`src/rtl/tone_frequency_detector.sv`:
```
// Measures the period between hysteretic rising midpoint crossings of a sample
// stream and converts it into a phase-increment word with a serial divider.
module tone_frequency_detector #(
  parameter int SAMPLE_BITS      = 12,
  parameter int FREQ_BITS        = 16,
  parameter int ACCUMULATOR_BITS = 24,
  parameter int PERIOD_BITS      = 24,
  parameter int HYST             = 256
) (
  input  logic                   clk,
  input  logic                   rst,
  input  logic [SAMPLE_BITS-1:0] din,
  output logic [FREQ_BITS-1:0]   freq_out,
  output logic [PERIOD_BITS-1:0] period_out,
  output logic                   freq_valid,
  output logic                   locked,
  output logic                   busy
);

  localparam int MID = 2 ** (SAMPLE_BITS - 1);
  localparam logic [SAMPLE_BITS:0]   HI_TH    = (SAMPLE_BITS + 1)'(MID + HYST);
  localparam logic [SAMPLE_BITS-1:0] LO_TH    = SAMPLE_BITS'(MID - HYST);
  localparam logic [PERIOD_BITS-1:0] CNT_MAX  = '1;
  localparam int                     QW       = ACCUMULATOR_BITS + 1;
  localparam int                     BW       = $clog2(QW);
  localparam logic [BW-1:0]          LAST_BIT = BW'(ACCUMULATOR_BITS);
  localparam logic [QW-1:0]          FREQ_MAX = QW'((2 ** FREQ_BITS) - 1);

  typedef enum logic [1:0] {IDLE, DIV, DONE} state_t;

  state_t                 state_q, state_d;
  logic                   hi_q, hi_d;
  logic                   armed_q, armed_d;
  logic                   locked_q, locked_d;
  logic                   valid_q, valid_d;
  logic                   rise, timeout, measure;
  logic [PERIOD_BITS-1:0] cnt_q, cnt_d;
  logic [PERIOD_BITS-1:0] p_q, p_d;
  logic [PERIOD_BITS-1:0] period_q, period_d;
  logic [PERIOD_BITS:0]   rem_q, rem_d;
  logic [PERIOD_BITS+1:0] shifted, diff;
  logic [QW-1:0]          q_q, q_d;
  logic [BW-1:0]          bit_q, bit_d;
  logic [FREQ_BITS-1:0]   freq_q, freq_d;

  // Crossing detection, period counting and timeout run regardless of divider state.
  always_comb begin
    hi_d = hi_q;
    if ({1'b0, din} >= HI_TH) begin
      hi_d = 1'b1;
    end else if (din <= LO_TH) begin
      hi_d = 1'b0;
    end
    rise = hi_d & ~hi_q;

    if (rise) begin
      cnt_d = PERIOD_BITS'(1);
    end else if (cnt_q == CNT_MAX) begin
      cnt_d = cnt_q;
    end else begin
      cnt_d = cnt_q + PERIOD_BITS'(1);
    end
    timeout = (cnt_q != CNT_MAX) && (cnt_d == CNT_MAX);

    armed_d = armed_q;
    if (rise) begin
      armed_d = 1'b1;
    end else if (timeout) begin
      armed_d = 1'b0;
    end
    measure = rise & armed_q & (state_q == IDLE);
  end

  always_comb begin
    state_d  = state_q;
    p_d      = p_q;
    rem_d    = rem_q;
    q_d      = q_q;
    bit_d    = bit_q;
    freq_d   = freq_q;
    period_d = period_q;
    valid_d  = 1'b0;
    locked_d = locked_q;

    // The dividend is a single one followed by ACCUMULATOR_BITS zeros; the top
    // bit of the difference doubles as the restoring-division borrow.
    shifted = {rem_q, (bit_q == LAST_BIT)};
    diff    = shifted - {2'b00, p_q};

    if (timeout) begin
      locked_d = 1'b0;
    end

    case (state_q)
      IDLE: begin
        if (measure) begin
          p_d     = cnt_q;
          rem_d   = '0;
          q_d     = '0;
          bit_d   = LAST_BIT;
          state_d = DIV;
        end
      end
      DIV: begin
        rem_d = diff[PERIOD_BITS+1] ? shifted[PERIOD_BITS:0] : diff[PERIOD_BITS:0];
        q_d   = {q_q[QW-2:0], ~diff[PERIOD_BITS+1]};
        if (bit_q == '0) begin
          state_d = DONE;
        end else begin
          bit_d = bit_q - BW'(1);
        end
      end
      DONE: begin
        freq_d   = (q_q > FREQ_MAX) ? '1 : q_q[FREQ_BITS-1:0];
        period_d = p_q;
        valid_d  = 1'b1;
        locked_d = 1'b1;
        state_d  = IDLE;
      end
      default: state_d = IDLE;
    endcase
  end

  always_ff @(posedge clk) begin
    if (rst) begin
      state_q  <= IDLE;
      hi_q     <= 1'b0;
      armed_q  <= 1'b0;
      locked_q <= 1'b0;
      valid_q  <= 1'b0;
      cnt_q    <= '0;
      p_q      <= '0;
      period_q <= '0;
      rem_q    <= '0;
      q_q      <= '0;
      bit_q    <= '0;
      freq_q   <= '0;
    end else begin
      state_q  <= state_d;
      hi_q     <= hi_d;
      armed_q  <= armed_d;
      locked_q <= locked_d;
      valid_q  <= valid_d;
      cnt_q    <= cnt_d;
      p_q      <= p_d;
      period_q <= period_d;
      rem_q    <= rem_d;
      q_q      <= q_d;
      bit_q    <= bit_d;
      freq_q   <= freq_d;
    end
  end

  assign freq_out   = freq_q;
  assign period_out = period_q;
  assign freq_valid = valid_q;
  assign locked     = locked_q;
  assign busy       = (state_q == DIV);

endmodule

```
`config.mk`:
```
export PLATFORM = sky130hd
export DESIGN_NAME = tone_frequency_detector
export DESIGN_NICKNAME = d
export VERILOG_FILES = /design/src/rtl/tone_frequency_detector.sv
export SDC_FILE = /design/constraint.sdc
export NUM_CORES = 1
export LEC_CHECK = 0
export CORE_ASPECT_RATIO = 1.4
export CORE_UTILIZATION = 55
export CTS_BUF_LIST = sky130_fd_sc_hd__clkbuf_16
export DETAILED_ROUTE_END_ITERATION = 8
export PLACE_DENSITY_LB_ADDON = 0.05
export RECOVER_POWER = 100
export SKIP_LAST_GASP = 1
export SLEW_MARGIN = 20
export SYNTH_ARGS = -nofsm -noshare
export SYNTH_HDL_FRONTEND = slang
export SYNTH_SLANG_ARGS = --single-unit
```
`constraint.sdc`:
```
create_clock -name clk -period 7.65 [get_ports clk]
set_input_delay 1.53 -clock clk [delete_from_list [all_inputs] [get_ports clk]]
set_output_delay 1.53 -clock clk [all_outputs]
set_load 0.01 [all_outputs]
```
==> impl_metrics.csv <==
group,metric,value,unit
critical_path,endpoint_kind,"flip-flop",
synth,average_footprint_of_a_synthesized_cell,8.13,um^2
placed_design,portBuffers,56,
sta,setup_tns,0,ps
synth,yosysWarningCount,0,
final_layout,area_growth,16.0,%
synth,part_of_the_yosys_area_used_for_sequential_elements,40.5,%
critical_path,path_cells,"clkbuf_1, clkbuf_1, or2_0, clkbuf_1, nor2_1",
clock_tree,cts_tree,"done",
final_layout,n_antenna_cell,0,
route,routed_wire_length_per_instance,16.2,um
sta,fin_worst_skew,6.74,ps
critical_path,critical_path.max_fanout,79,
job,max_cap_violations,1,
sta,report.final.setup_viol,0,
global_routing,maximum_number_of_pins_on_one_net_before_global_route_repair,80,
die,placement_rows,49,
die,core_region_area,12900,um^2
critical_path,cpMaxStageDelayCell,"clkbuf_1",
sta,max_slew.worst_pin.slew,3510,ps
synth,ys_types,67,
sta,final-max-slew-violation-count,80,
critical_path,rr_worst_depth,12,
clock_tree,htreeDepth,4,
pwr,power_leakage,3.19,nW
clock_tree,ctsResizeCount,0,
clock_tree,cts.sinks,149,
global_routing,grt_pass1_wl,30400,um
pwr,report.power.total,1.74,mW
sta,clock.fmax,0.198,GHz
clock_tree,cts_hold_buf,0,
global_routing,grt_pass1_vias,6516,
synth,synth.ff_latch_count,149,
route,initialDrtViolationCount,269,
pwr,peakVddDrop,0.157,mV
route,drtPass1Iterations,5,
clock_tree,worst_skew_pair.late_latency,430,ps
critical_path,kind_of_cell_adding_the_most_delay_to_the_critical_path,"buffers and inverters",
route,post-route-drc-count,0,
global_routing,grtUsageTotal,27.4,%
die,die_area,13900,um^2
clock_tree,root_driver,"clkbuf_16",
synth,synth_area,7370,um^2
synth,synth-edff-count,0,
synth,syn-num-nets,949,
route,drt_wl_total,18200,um
final_layout,layout-drive-gt1-share,6.53,%
die,num_io_pins,57,
final_layout,final_net_count,979,
synth,synth_flop_cell,"dfxtp_1",
critical_path,worst_ep_required_time,7930,ps
sta,min_period_over_period,65.9,%
die,die_x,99.8,um
critical_path,worst-endpoint-arrival,5320,ps
clock_tree,cts.reportedPaths.clkPinSlew,60,ps
synth,post_synth_inst_count,907,
route,vias,6597,
sta,layout_min_cycle_time,5040,ps
placed_design,dpl.hpwl,12700,um
pwr,powerDensity,204,nW/um^2
synth,synthArstFlopShare,0,%
critical_path,worst-path-buf-inv,3,
clock_tree,cts_buffers,17,
global_routing,antenna_violations_before_repair,0,
critical_path,path_depth,5,
clock_tree,postCtsSetupBuffers,0,
status,failed_checks,"capacitance limit, slew limit",
route,ant_nets,0,
sta,slew-limit-headroom,-134,%
sta,finalHoldViolations,0,
sta,rsz0062_at_grt,"false",
route,routed_via_density,5.85,
status,outcome,"finished with violations",
critical_path,crit_path_kind,"in2reg",
min_path,hold_depth,2,
clock_tree,clockBufferDepth,2,
critical_path,crit_path_max_incr_delay,2500,ps
die,die_y,139,um
critical_path,cpMostUsedCell,"clkbuf_1",
min_path,hp-class,"reg2reg",
die,starting_density,57.0,%
global_routing,grt-ovfl-total,0,
critical_path,cp-start-kind,"input port",
placed_design,gp_routability_congestion,0.937,
[logic make-up (layout without fill, tap and decap cells)]
| group | Yosys count | after routing | share of synthesized area, % |
|---|---|---|---|
| AOI/OAI and AO/OA | 206 | 206 | 18.9 |
| xor gates and xnor gates | 39 | 39 | 4.63 |
| adders and majority gates | 28 | 28 | 4.86 |
| buffers and inverters | 89 | 132 | 5.42 |
| DFF | 149 | 149 | 40.5 |
| muxes | 2 | 2 | 0.272 |
| and+or+nand+nor | 394 | 394 | 25.4 |
[area by class of cell]
type / count / area (um^2)
Fill cell: 1131 / 4390
Sequential cell: 149 / 2980
Clock inverter: 15 / 169
Multi-Input combinational cell: 669 / 4010
Tap cell: 178 / 223
Timing Repair Buffer: 63 / 599
Inverter: 37 / 139
Clock buffer: 17 / 425
[state kept, by name, summed over array words and instances, names as in the netlist]
name,cells
q_q,25
rem_q,25
cnt_q,24
p_q,24
period_out,24
freq_out,16
bit_q,5
state_q,2
armed_q,1
freq_valid,1
hi_q,1
locked,1
[cells in the final DEF, fill, tap and decap left out, types with 4 or more instances in the layout]
master / netlist / final
nor2b_1: 7 / 5
nor4_1: 6 / 6
nand3_2: 3 / 4
clkbuf_16: 0 / 17
nand2_1: 169 / 169
o31ai_1: 4 / 4
nand3_1: 16 / 15
buf_4: 2 / 5
inv_6: 0 / 4
nor3_1: 33 / 32
a211oi_1: 8 / 8
a21oi_1: 82 / 82
dlygate4sd3_1: 0 / 43
and4_1: 5 / 5
o2111ai_1: 4 / 4
clkdlybuf4s50_1: 0 / 12
o21ai_0: 11 / 11
nand4_1: 28 / 28
a31oi_1: 8 / 8
and2_1: 8 / 8
xor2_1: 23 / 23
a21o_1: 8 / 8
inv_1: 37 / 37
o21a_1: 7 / 7
nor2_1: 82 / 82
xnor2_1: 16 / 16
o211ai_1: 24 / 24
nand2b_1: 4 / 4
a22o_1: 25 / 25
ha_1: 27 / 27
o21bai_1: 4 / 4
and3_1: 9 / 9
dfxtp_1: 149 / 149
[final timing paths]
kind | startpoint | to | slack, ps
max | rst | cnt_q[1] | 2610
min | period_out[13] | period_out[13] | 450
max reg2reg | bit_q[0] | rem_q[9] | 3620
min reg2reg | period_out[13] | period_out[13] | 450
[report_power, final]
group | internal [mW] | switching, mW
clock network | 0.489 | 0.353
registers | 0.782 | 0.00659
logic | 0.0361 | 0.0738
total | 1.31 | 0.434
[worst reg2reg max path, stage by stage (launching register included)]
cell and delay [ps]:
dfxtp_1 320, inv_1 100, ha_1 180, nand4b_1 150, ha_1 240, nor2b_1 220, o2111ai_1 210, nand2_1 170
a311oi_2 150, o21ai_1 240, a21o_1 750, and2_1 920, o211ai_1 230
[synthesized netlist by cell type, drive strengths merged, types with 8 or more instances]
| master | count | area share, % |
|---|---|---|
| and2 | 8 | 0.68 |
| a31oi | 8 | 0.68 |
| buf | 16 | 1.7 |
| nor4 | 8 | 0.97 |
| nand3 | 19 | 1.5 |
| a22o | 25 | 3.0 |
| a21oi | 83 | 5.7 |
| and3 | 12 | 1.1 |
| o21ai | 12 | 0.81 |
| nor2 | 82 | 4.2 |
| inv | 37 | 1.9 |
| nor3 | 35 | 2.5 |
| a211oi | 8 | 0.81 |
| dfxtp | 149 | 40 |
| nand2 | 169 | 8.6 |
| ha | 27 | 4.6 |
| nand4 | 28 | 2.4 |
| o211ai | 24 | 2.4 |
| clkbuf | 36 | 1.8 |
| xor2 | 23 | 2.7 |
| xnor2 | 16 | 1.9 |
| a21o | 8 | 0.81 |
[per-stage QoR]
stage          utilization (%)  setup slack (ps)  hold WS, ps  area, um^2  instances
3_5_place_dp              61.5              3130          446        7960       1096
2_1_floorplan                -              4160          444        7370        907
4_1_cts                   66.1              3590          454        8550       1128
6_report                  66.1              2610          452        8550       1128
5_1_grt                   66.1              2300          481        8550       1128
3_3_place_gp              61.5              3240          443        7960       1096
[metal layers]
metal,vias up,share of wire [%],global-route usage [%]
met3,35,4.6,5.59
li1,3253,-,-
met1,3130,43,32.6
met5,-,0,0
met4,0,2.6,11.8
met2,179,50,47.3
(Power assumes the default switching activity.)
